--- config.mk ---
export PLATFORM = sky130hd
export DESIGN_NAME = vram_arbiter
export DESIGN_NICKNAME = d
export VERILOG_FILES = /design/src/rtl/vram_pkg.sv /design/src/rtl/vram_rd_pipe.sv /design/src/rtl/vram_arbiter.sv
export SDC_FILE = /design/constraint.sdc
export NUM_CORES = 1
export LEC_CHECK = 0
export BUFFER_PORTS_ARGS = -buffer_cell sky130_fd_sc_hd__clkbuf_2
export CAP_MARGIN = 20
export CORE_MARGIN = 1.5
export CORE_UTILIZATION = 44
export DETAILED_ROUTE_END_ITERATION = 16
export PLACE_DENSITY = 0.77
export SYNTH_ARGS = -nofsm -noshare
export SYNTH_HDL_FRONTEND = slang
export SYNTH_SLANG_ARGS = --single-unit
--- constraint.sdc ---
create_clock -name Clock -period 3.5 [get_ports Clock]
set_clock_uncertainty 0.15 [all_clocks]
set_input_delay 0.7 -clock Clock [delete_from_list [all_inputs] [get_ports Clock]]
set_output_delay 0.7 -clock Clock [all_outputs]
set_load 0.01 [all_outputs]
--- src/rtl/vram_pkg.sv ---
// vram_pkg: shared definitions for the video RAM arbiter.
//   src_e            read-return source tag carried alongside each RAM read
//   DEF_ADDR_W       default RAM address width
//   DEF_DATA_W       default RAM data width
//   DEF_STARVE_LIMIT default wait cycles before CPU/keyboard pre-empts VGA
package vram_pkg;

    typedef enum logic [1:0] {
        SRC_NONE = 2'd0,
        SRC_VGA  = 2'd1,
        SRC_CPU  = 2'd2,
        SRC_KBD  = 2'd3
    } src_e;

    localparam int unsigned DEF_ADDR_W       = 12;
    localparam int unsigned DEF_DATA_W       = 8;
    localparam int unsigned DEF_STARVE_LIMIT = 15;

endpackage

--- src/rtl/vram_rd_pipe.sv ---
// vram_rd_pipe: tracks the source of each RAM read through the two cycles of RAM latency
// and steers the returned word to the VGA or CPU read port.
//   clk, rst_n           clock, asynchronous active-low reset
//   issue_tag            source of the read issued at this edge (SRC_NONE for none/write)
//   ram_rdata            RAM read data
//   vga_data, vga_valid  VGA read return (valid is a 1-cycle pulse)
//   cpu_rdata, cpu_rvalid CPU read return (valid is a 1-cycle pulse)
module vram_rd_pipe
    import vram_pkg::*;
#(
    parameter int unsigned DATA_W = DEF_DATA_W
) (
    input  logic              clk,
    input  logic              rst_n,
    input  src_e              issue_tag,
    input  logic [DATA_W-1:0] ram_rdata,
    output logic [DATA_W-1:0] vga_data,
    output logic              vga_valid,
    output logic [DATA_W-1:0] cpu_rdata,
    output logic              cpu_rvalid
);

    // tag_s1: command is on the RAM port; tag_s2: RAM data arrives this cycle.
    src_e              tag_s1_q, tag_s2_q;
    logic [DATA_W-1:0] vga_data_q, cpu_rdata_q;
    logic              vga_valid_q, cpu_rvalid_q;

    always_ff @(posedge clk or negedge rst_n) begin
        if (!rst_n) begin
            tag_s1_q     <= SRC_NONE;
            tag_s2_q     <= SRC_NONE;
            vga_data_q   <= '0;
            vga_valid_q  <= 1'b0;
            cpu_rdata_q  <= '0;
            cpu_rvalid_q <= 1'b0;
        end else begin
            tag_s1_q     <= issue_tag;
            tag_s2_q     <= tag_s1_q;
            vga_valid_q  <= (tag_s2_q == SRC_VGA);
            cpu_rvalid_q <= (tag_s2_q == SRC_CPU);
            if (tag_s2_q == SRC_VGA) begin
                vga_data_q <= ram_rdata;
            end
            if (tag_s2_q == SRC_CPU) begin
                cpu_rdata_q <= ram_rdata;
            end
        end
    end

    assign vga_data   = vga_data_q;
    assign vga_valid  = vga_valid_q;
    assign cpu_rdata  = cpu_rdata_q;
    assign cpu_rvalid = cpu_rvalid_q;

endmodule

--- src/rtl/vram_arbiter.sv ---
// vram_arbiter: single-port video RAM arbiter. VGA scan-out has priority; CPU and keyboard
// share round-robin fairness, and a starvation counter lets them pre-empt VGA after
// STARVE_LIMIT waiting cycles. Issues a registered RAM command and routes read data back.
//   Clock, Reset                       clock, asynchronous active-low reset
//   iVgaReq/iVgaAddr/oVgaGnt           VGA read request port
//   oVgaData/oVgaValid                 VGA read return
//   oVgaMiss                           pulse: VGA pre-empted by a starvation grant
//   iCpuReq/iCpuWe/iCpuAddr/iCpuWData  CPU read/write request port, oCpuGnt grant
//   oCpuRData/oCpuRValid               CPU read return
//   iKbdReq/iKbdAddr/iKbdWData         keyboard write request port, oKbdGnt grant
//   oRamEn/oRamWe/oRamAddr/oRamWData   registered RAM command
//   iRamRData                          RAM read data (one cycle after the command)
module vram_arbiter
    import vram_pkg::*;
#(
    parameter int unsigned ADDR_W       = DEF_ADDR_W,
    parameter int unsigned DATA_W       = DEF_DATA_W,
    parameter int unsigned STARVE_LIMIT = DEF_STARVE_LIMIT
) (
    input  logic              Clock,
    input  logic              Reset,
    input  logic              iVgaReq,
    input  logic [ADDR_W-1:0] iVgaAddr,
    output logic              oVgaGnt,
    output logic [DATA_W-1:0] oVgaData,
    output logic              oVgaValid,
    output logic              oVgaMiss,
    input  logic              iCpuReq,
    input  logic              iCpuWe,
    input  logic [ADDR_W-1:0] iCpuAddr,
    input  logic [DATA_W-1:0] iCpuWData,
    output logic              oCpuGnt,
    output logic [DATA_W-1:0] oCpuRData,
    output logic              oCpuRValid,
    input  logic              iKbdReq,
    input  logic [ADDR_W-1:0] iKbdAddr,
    input  logic [DATA_W-1:0] iKbdWData,
    output logic              oKbdGnt,
    output logic              oRamEn,
    output logic              oRamWe,
    output logic [ADDR_W-1:0] oRamAddr,
    output logic [DATA_W-1:0] oRamWData,
    input  logic [DATA_W-1:0] iRamRData
);

    localparam int unsigned CNT_W = $clog2(STARVE_LIMIT + 1);

    logic [CNT_W-1:0]  wait_cnt_q, wait_cnt_d;
    logic              rr_pref_cpu_q, rr_pref_cpu_d;
    logic              vga_miss_q, vga_miss_d;
    logic              ram_en_q, ram_en_d;
    logic              ram_we_q, ram_we_d;
    logic [ADDR_W-1:0] ram_addr_q, ram_addr_d;
    logic [DATA_W-1:0] ram_wdata_q, ram_wdata_d;

    logic starve, rr_any, rr_cpu, rr_kbd, rr_sel;
    logic vga_gnt, cpu_gnt, kbd_gnt;
    src_e issue_tag;

    // Grant decision
    assign starve  = (wait_cnt_q == CNT_W'(STARVE_LIMIT));
    assign rr_any  = iCpuReq | iKbdReq;
    assign rr_cpu  = iCpuReq & (~iKbdReq | rr_pref_cpu_q);
    assign rr_kbd  = iKbdReq & ~rr_cpu;
    // The CPU/keyboard pair owns the slot when VGA is idle or the pair has starved.
    assign rr_sel  = ~iVgaReq | (starve & rr_any);

    assign vga_gnt = Reset & iVgaReq & ~rr_sel;
    assign cpu_gnt = Reset & rr_sel & rr_cpu;
    assign kbd_gnt = Reset & rr_sel & rr_kbd;

    assign oVgaGnt = vga_gnt;
    assign oCpuGnt = cpu_gnt;
    assign oKbdGnt = kbd_gnt;

    always_comb begin
        wait_cnt_d    = wait_cnt_q;
        rr_pref_cpu_d = rr_pref_cpu_q;
        ram_en_d      = vga_gnt | cpu_gnt | kbd_gnt;
        ram_we_d      = 1'b0;
        ram_addr_d    = ram_addr_q;
        ram_wdata_d   = ram_wdata_q;
        issue_tag     = SRC_NONE;
        vga_miss_d    = starve & rr_any & iVgaReq & Reset;

        if (vga_gnt) begin
            ram_addr_d = iVgaAddr;
            issue_tag  = SRC_VGA;
        end else if (cpu_gnt) begin
            ram_we_d    = iCpuWe;
            ram_addr_d  = iCpuAddr;
            ram_wdata_d = iCpuWData;
            issue_tag   = iCpuWe ? SRC_NONE : SRC_CPU;
        end else if (kbd_gnt) begin
            ram_we_d    = 1'b1;
            ram_addr_d  = iKbdAddr;
            ram_wdata_d = iKbdWData;
        end

        if (cpu_gnt || kbd_gnt) begin
            wait_cnt_d    = '0;
            rr_pref_cpu_d = kbd_gnt;
        end else if (rr_any && !starve) begin
            wait_cnt_d = wait_cnt_q + CNT_W'(1);
        end
    end

    always_ff @(posedge Clock or negedge Reset) begin
        if (!Reset) begin
            wait_cnt_q    <= '0;
            rr_pref_cpu_q <= 1'b1;
            vga_miss_q    <= 1'b0;
            ram_en_q      <= 1'b0;
            ram_we_q      <= 1'b0;
            ram_addr_q    <= '0;
            ram_wdata_q   <= '0;
        end else begin
            wait_cnt_q    <= wait_cnt_d;
            rr_pref_cpu_q <= rr_pref_cpu_d;
            vga_miss_q    <= vga_miss_d;
            ram_en_q      <= ram_en_d;
            ram_we_q      <= ram_we_d;
            ram_addr_q    <= ram_addr_d;
            ram_wdata_q   <= ram_wdata_d;
        end
    end

    assign oVgaMiss  = vga_miss_q;
    assign oRamEn    = ram_en_q;
    assign oRamWe    = ram_we_q;
    assign oRamAddr  = ram_addr_q;
    assign oRamWData = ram_wdata_q;

    vram_rd_pipe #(
        .DATA_W (DATA_W)
    ) u_rd_pipe (
        .clk        (Clock),
        .rst_n      (Reset),
        .issue_tag  (issue_tag),
        .ram_rdata  (iRamRData),
        .vga_data   (oVgaData),
        .vga_valid  (oVgaValid),
        .cpu_rdata  (oCpuRData),
        .cpu_rvalid (oCpuRValid)
    );

endmodule

==> results of run 1 <==
## cell type report
class	instances	area, um2
timing repair buffer	111	561
inverter	4	15.0
sequential	50	1250
multi-input combinational	128	948
clock buffer	6	82.6
clock inverter	2	17.5
tap	70	87.6
fill	459	2110
## kinds of logic (layout without fill, tap and decap cells)
logic type                 Yosys count  in the layout  synth area share, %
adders and majority gates            1              1                0.546
AOI/OAI and AO/OA                   55             55                 15.8
DFF                                 50             50                 54.6
and+or+nand+nor                     40             40                 10.2
buffers and inverters               13            123                 3.98
muxes                               32             32                 14.8
## power by group through the flow
stage               clock, mW  combinational (mW)  sequential, mW
floorplan                   0               0.200           0.802
global placement            0               0.391           0.770
detailed placement          0               0.402           0.769
CTS                     0.364               0.401           0.760
global route            0.393               0.439           0.778
finish                  0.354               0.394           0.760
## registers in the layout (all words and copies together), names as in the netlist, 2 cells and up
register             count
oRamAddr                12
oRamWData                8
u_rd_pipe.cpu_rdata      8
u_rd_pipe.vga_data       8
wait_cnt_q               4
u_rd_pipe.tag_s1_q       2
u_rd_pipe.tag_s2_q       2
## per-layer routing
metal	GRT usage (%)	vias up	wire length, um
met4	5.95	0	48
met3	5.62	5	385
met5	0	-	0
met1	24.1	901	2250
met2	28.5	71	2280
li1	-	924	-
## critical path, cell delays in order (launching register included)
cell and delay (ns):
dfrtp_1 0.46, ha_1 0.32, nand3_2 0.14, a21boi_0 0.32
and3_1 0.22, clkbuf_2 0.13
## final timing paths
| check | end | slack, ns | depth (start not counted) |
|---|---|---|---|
| setup / recovery | oKbdGnt | 0.77 | 5 |
| hold / removal | u_rd_pipe.tag_s2_q[1] | 0.21 | 0 |
| setup reg to reg | oRamAddr[11] | 1.57 | 4 |
| hold reg to reg | u_rd_pipe.tag_s2_q[1] | 0.21 | 0 |
| max in group asynchronous | oRamAddr[5] | 2.48 | 2 |
| min in group asynchronous | wait_cnt_q[0] | 0.26 | 2 |
## cells in the final DEF, fill, tap and decap left out, types with 5 or more instances in the layout
cell / count
o21ai_0: 7
a32oi_1: 5
a22oi_1: 5
dfrtp_1: 49
clkbuf_2: 109
mux2_2: 16
nor2_1: 13
a21oi_1: 19
nand2b_1: 10
clkbuf_8: 6
mux2i_1: 16
o22ai_1: 8
## through the flow
step / setup WS, ns / util (%)
6_report: 0.771 / 58.4
5_1_grt: 0.618 / 58.4
4_1_cts: 0.757 / 58.4
3_5_place_dp: 0.815 / 56.4
3_3_place_gp: 0.868 / 56.4
2_1_floorplan: 1.29 / -
==> metrics.txt, run 1 <==
clock network power share 23.5%; hpwl dp 3690 um; I/O Buffers 109; hold_sp u_rd_pipe.tag_s1_q[1]; syn_nets 258; CTS Root Cell clkbuf_8; Crit Path Max Fanout 7; vias in the first global route 1638; post-layout min period 2.73 ns; Die ar. 5650 um2; Int Pwr 1.04 mW; htree depth 2; row count 26; layout cells sized above 1 47.8%; total power 1.51 mW; Worst-path clk slew 0.09 ns; Synth top cells by count dfrtp_1, a21oi_1, mux2_2, mux2i_1, nor2_1; Final Non-Filler Cells 371; I/O pins 110; cell with the most instances after synthesis dfrtp_1; slew margin rel. 46.2%; Tcrit/Tclk final 78.0%; ys async rst share 100%; critical path required time 2.65 ns; Clock Latency Late Sink 0.30 ns; EDFF count, synth 0; WL final 4960 um; cell count after synthesis 191; global-route wire length before repair 7710 um; CTS Buf Count 5; CTS resizes 0; CTS tree done; Worst Setup End Kind output pin; Post-DP Area 2860 um2; Vias/cell 5.12; Sw Pwr 0.469 mW; P per Cell Area 509 nW/um2; Setup violations, final 0; post-route ant nets 0; Chip Height 75.2 um; pin slew with the least headroom to its limit 0.805 ns; Startpoint Class flop; routability cong. 0.840; Yosys reg bits 50; routed len/inst 13.4 um; top_reg_cell synth dfrtp_1; area leader, netlist dfrtp_1; setup_tns 0 ns; Worst Setup SP wait_cnt_q[0]; Total GRT Usage 18.1%; Gate power share 26.1%; post-synth top area share 53.5%; Hold Fails Final Rpt 0; ranking of synthesized cells by area dfrtp_1, mux2_2, mux2i_1; core area 5070 um2; leakage power 1.50 nW; status finished clean; Congestion Overflow GR 0; cell area after synthesis 2290 um2; largest net degree at the start of global routing 44; sw frac 31.1%; Layout area overhead 29.3%; via count 1901; initial core utilization 45.2%; max-slew violations 0; Yosys Warn Count 0; worst hold margin 0.209 ns; Max Cap Viol 0; Placed Cells 363; final instance area 2960 um2; WP data arrival 1.88 ns; CP Class flop to output pin; Netlist cell types 40; Worst IR Drop VDD 0.000288 V; fin nets 367; DR iter-0 viols 87; DRC viols 0; register area share after synthesis 54.6%; Clock Sinks 50; antenna violations before repair 0; n_diodes 0; Initial DRT Pass Iterations 4; Post-Syn Area per Cell 12.0 um2; cts hold-fix bufs 0; Die X 75.2 um; unrepaired setup endpoints after global routing no; Reg-to-Reg Start wait_cnt_q[0]; Hold Crit Class flop to flop; max frequency 366 MHz; Post-CTS Setup Bufs 0; CTS Buffer Depth 2; register share of total power 50.4%
Note: power is estimated with default switching activity, not from simulation.
==> run 2: changes to the inputs <==
- ABC_AREA: unset -> 1
- CORE_UTILIZATION: 44 -> 42
- PLACE_DENSITY: 0.77 -> 0.76
- clock period: 3.5 -> 2.5 ns (I/O delays scaled with it)
==> run 2 against run 1 <==
  * Synthesized cell count is 52% higher
  * Synthesized area is 6.4% higher
  * Final cell count is 29% higher
  * Critical path type unchanged
  * Largest cell class unchanged
  * Largest power group unchanged
==> metrics.txt, run 2 <==
Crit Path Max Fanout 14 (+7); Tcrit/Tclk final 92.9%; Clock Latency Late Sink 0.30 ns (about the same); setup_tns 0 ns (unchanged); cell with the most instances after synthesis nand2_1; post-route ant nets 0 (unchanged); largest net degree at the start of global routing 38 (-14%); cell count after synthesis 291 (+52%); Fillers 504 (+9.8%); post-synth top area share 50.3% (-3.2 points); I/O Buffers 109 (unchanged); syn_nets 358 (+39%); ranking of synthesized cells by area dfrtp_1, nand2_1, inv_1; Worst-path clk slew 0.08 ns (about the same); Synth top cells by count nand2_1, dfrtp_1, inv_1; ys async rst share 100% (unchanged); register area share after synthesis 51.4% (-3.3 points); leakage power 1.85 nW (+23%); CTS Buffer Depth 2 (unchanged); hpwl dp 4440 um (+20%); FF-to-FF setup slack 0.37 ns (-1.20 ns); CTS Buf Count 5 (unchanged); via count 2315 (+22%); max reg flops 12 (unchanged); status finished clean; DRC viols 0 (unchanged); Hold Crit Class input pin to asynchronous set/reset pin; Hold Fails Final Rpt 0 (unchanged); Clock Sinks 50 (unchanged); Netlist cell types 26 (-35%); Chip Height 79.2 um (+5.4%); Die X 79.2 um (+5.4%); max-slew violations 0 (unchanged); critical path required time 1.85 ns (-0.80 ns); CTS Root Cell clkbuf_8; DR iter-0 viols 135 (+55%); total power 2.20 mW (+46%); n_diodes 0 (unchanged); Max Cap Viol 0 (unchanged); htree depth 2 (unchanged); initial core utilization 44.0% (-1.2 points); pin slew with the least headroom to its limit 0.482 ns (-0.324 ns); EDFF count, synth 0 (unchanged); Vias/cell 4.85 (-5.3%); global-route wire length before repair 9600 um (+25%); slowest CP cell dfrtp_1; area leader, netlist dfrtp_1; Yosys reg bits 50 (unchanged); layout cells sized above 1 36.0% (-12 points); vias in the first global route 2120 (+29%); WP data arrival 1.67 ns (-0.21 ns); routability cong. 0.870 (+3.5%); top_reg_cell synth dfrtp_1; routed len/inst 12.1 um (-9.2%); Worst IR Drop VDD 0.000260 V (-9.6%); CTS tree done; commonest non-fill, non-tap cell in the layout clkbuf_2; CP Class flop to output pin; fin nets 471 (+28%); Startpoint Class flop; unrepaired setup endpoints after global routing no; slowest cell delay on critical path 0.39 ns (-0.07 ns); Setup violations, final 0 (unchanged); delay-heaviest family, CP simple AND/OR/NAND/NOR gates; slew margin rel. 67.9% (+22 points); P per Cell Area 694 nW/um2 (+36%); worst path cell trace ha_1 -> nand2_1 -> inv_2 -> nand3_2 -> nand2_8 -> nand3_4 -> inv_1 -> clkbuf_2; I/O pins 110 (unchanged); WL final 5790 um (+17%); max frequency 431 MHz; Worst Setup End Kind output pin; Initial DRT Pass Iterations 4 (unchanged); most frequent cells in the layout clkbuf_2, nand2_1, dfrtp_1; post-layout min period 2.32 ns; Total GRT Usage 19.3% (+1.2 points); Yosys Warn Count 0 (unchanged); Post-Syn Area per Cell 8.38 um2 (-30%); antenna violations before repair 0 (unchanged); Die ar. 6270 um2 (+11%); cell area after synthesis 2440 um2 (+6.4%); core area 5540 um2 (+9.2%); Layout area overhead 30.2%; WP buf/inv 3 (+2); row count 27 (+3.8%); Congestion Overflow GR 0 (unchanged)
run 2: layout make-up:
type	instances	area (um2)	share of cell area, %
tap	72	90.1	2.84
clock inverter	2	12.5	0.394
inverter	40	153	4.81
timing repair buffer	119	623	19.6
multi-input combinational	188	961	30.3
clock buffer	6	82.6	2.60
sequential	50	1250	39.5
run 2: worst paths after layout:
kind,end,from,depth (start not counted)
worst max register to register,oRamWData[6],wait_cnt_q[0],11
min in group Clock,u_rd_pipe.tag_s2_q[0],u_rd_pipe.tag_s1_q[0],0
max in group asynchronous,wait_cnt_q[3],Reset,2
worst min-delay path,oRamAddr[6],Reset,2
worst max-delay path,oCpuGnt,wait_cnt_q[0],8
worst min register to register,u_rd_pipe.tag_s2_q[0],u_rd_pipe.tag_s1_q[0],0
run 2: stage by stage:
step,worst slack [ns],utilization [%],hold slack [ns],cell area [um2],std cells
CTS,0.0296,56.6,0.0895,3140,473
detailed placement,0.371,54.7,0.187,3030,464
finish,0.178,57.3,0.112,3170,477
floorplan,0.616,-,0.0544,2440,291
global placement,0.406,54.7,0.182,3030,464
global route,0.0675,57.3,0.115,3170,477
run 2: what timing repair did:
action,4_1_cts,5_1_grt
hold endpoints to repair,1,0
gates resized for setup,0,1
setup buffers,0,4
hold buffers,1,0
endpoints found under the setup margin,0,2
run 2: worst register-to-register path, cell delays in order, from the launching register on:
cell and delay (ns):
dfrtp_1 0.39, ha_1 0.20, nand2_1 0.07, inv_2 0.07, nand3_2 0.14, nand2_8 0.15
nand3_4 0.08, buf_4 0.20, nand2_4 0.22, inv_1 0.20, nand2_1 0.10, nand2_1 0.05
run 2: kinds of logic after synthesis:
kind of cell               Yosys count  share of synthesized area, %
DFF                                 50                          51.4
AOI/OAI and AO/OA                   37                          8.98
buffers and inverters               53                          9.59
adders and majority gates            1                         0.513
xor gates and xnor gates             2                         0.718
and+or+nand+nor                    148                          28.8
run 2: per-layer routing:
| metal | track usage (%) | vias up | share of wire, % |
|---|---|---|---|
| li1 | - | 1152 | - |
| met1 | 26.1 | 1040 | 44 |
| met2 | 31.8 | 118 | 46 |
| met3 | 4.60 | 5 | 9.4 |
| met4 | 3.68 | 0 | 0.35 |
| met5 | 0 | - | 0 |
run 2: power by group:
part	internal, mW	leakage, nW	switching [mW]
logic	0.272	1.19	0.360
clock network	0.223	0.0472	0.255
registers	0.985	0.619	0.108
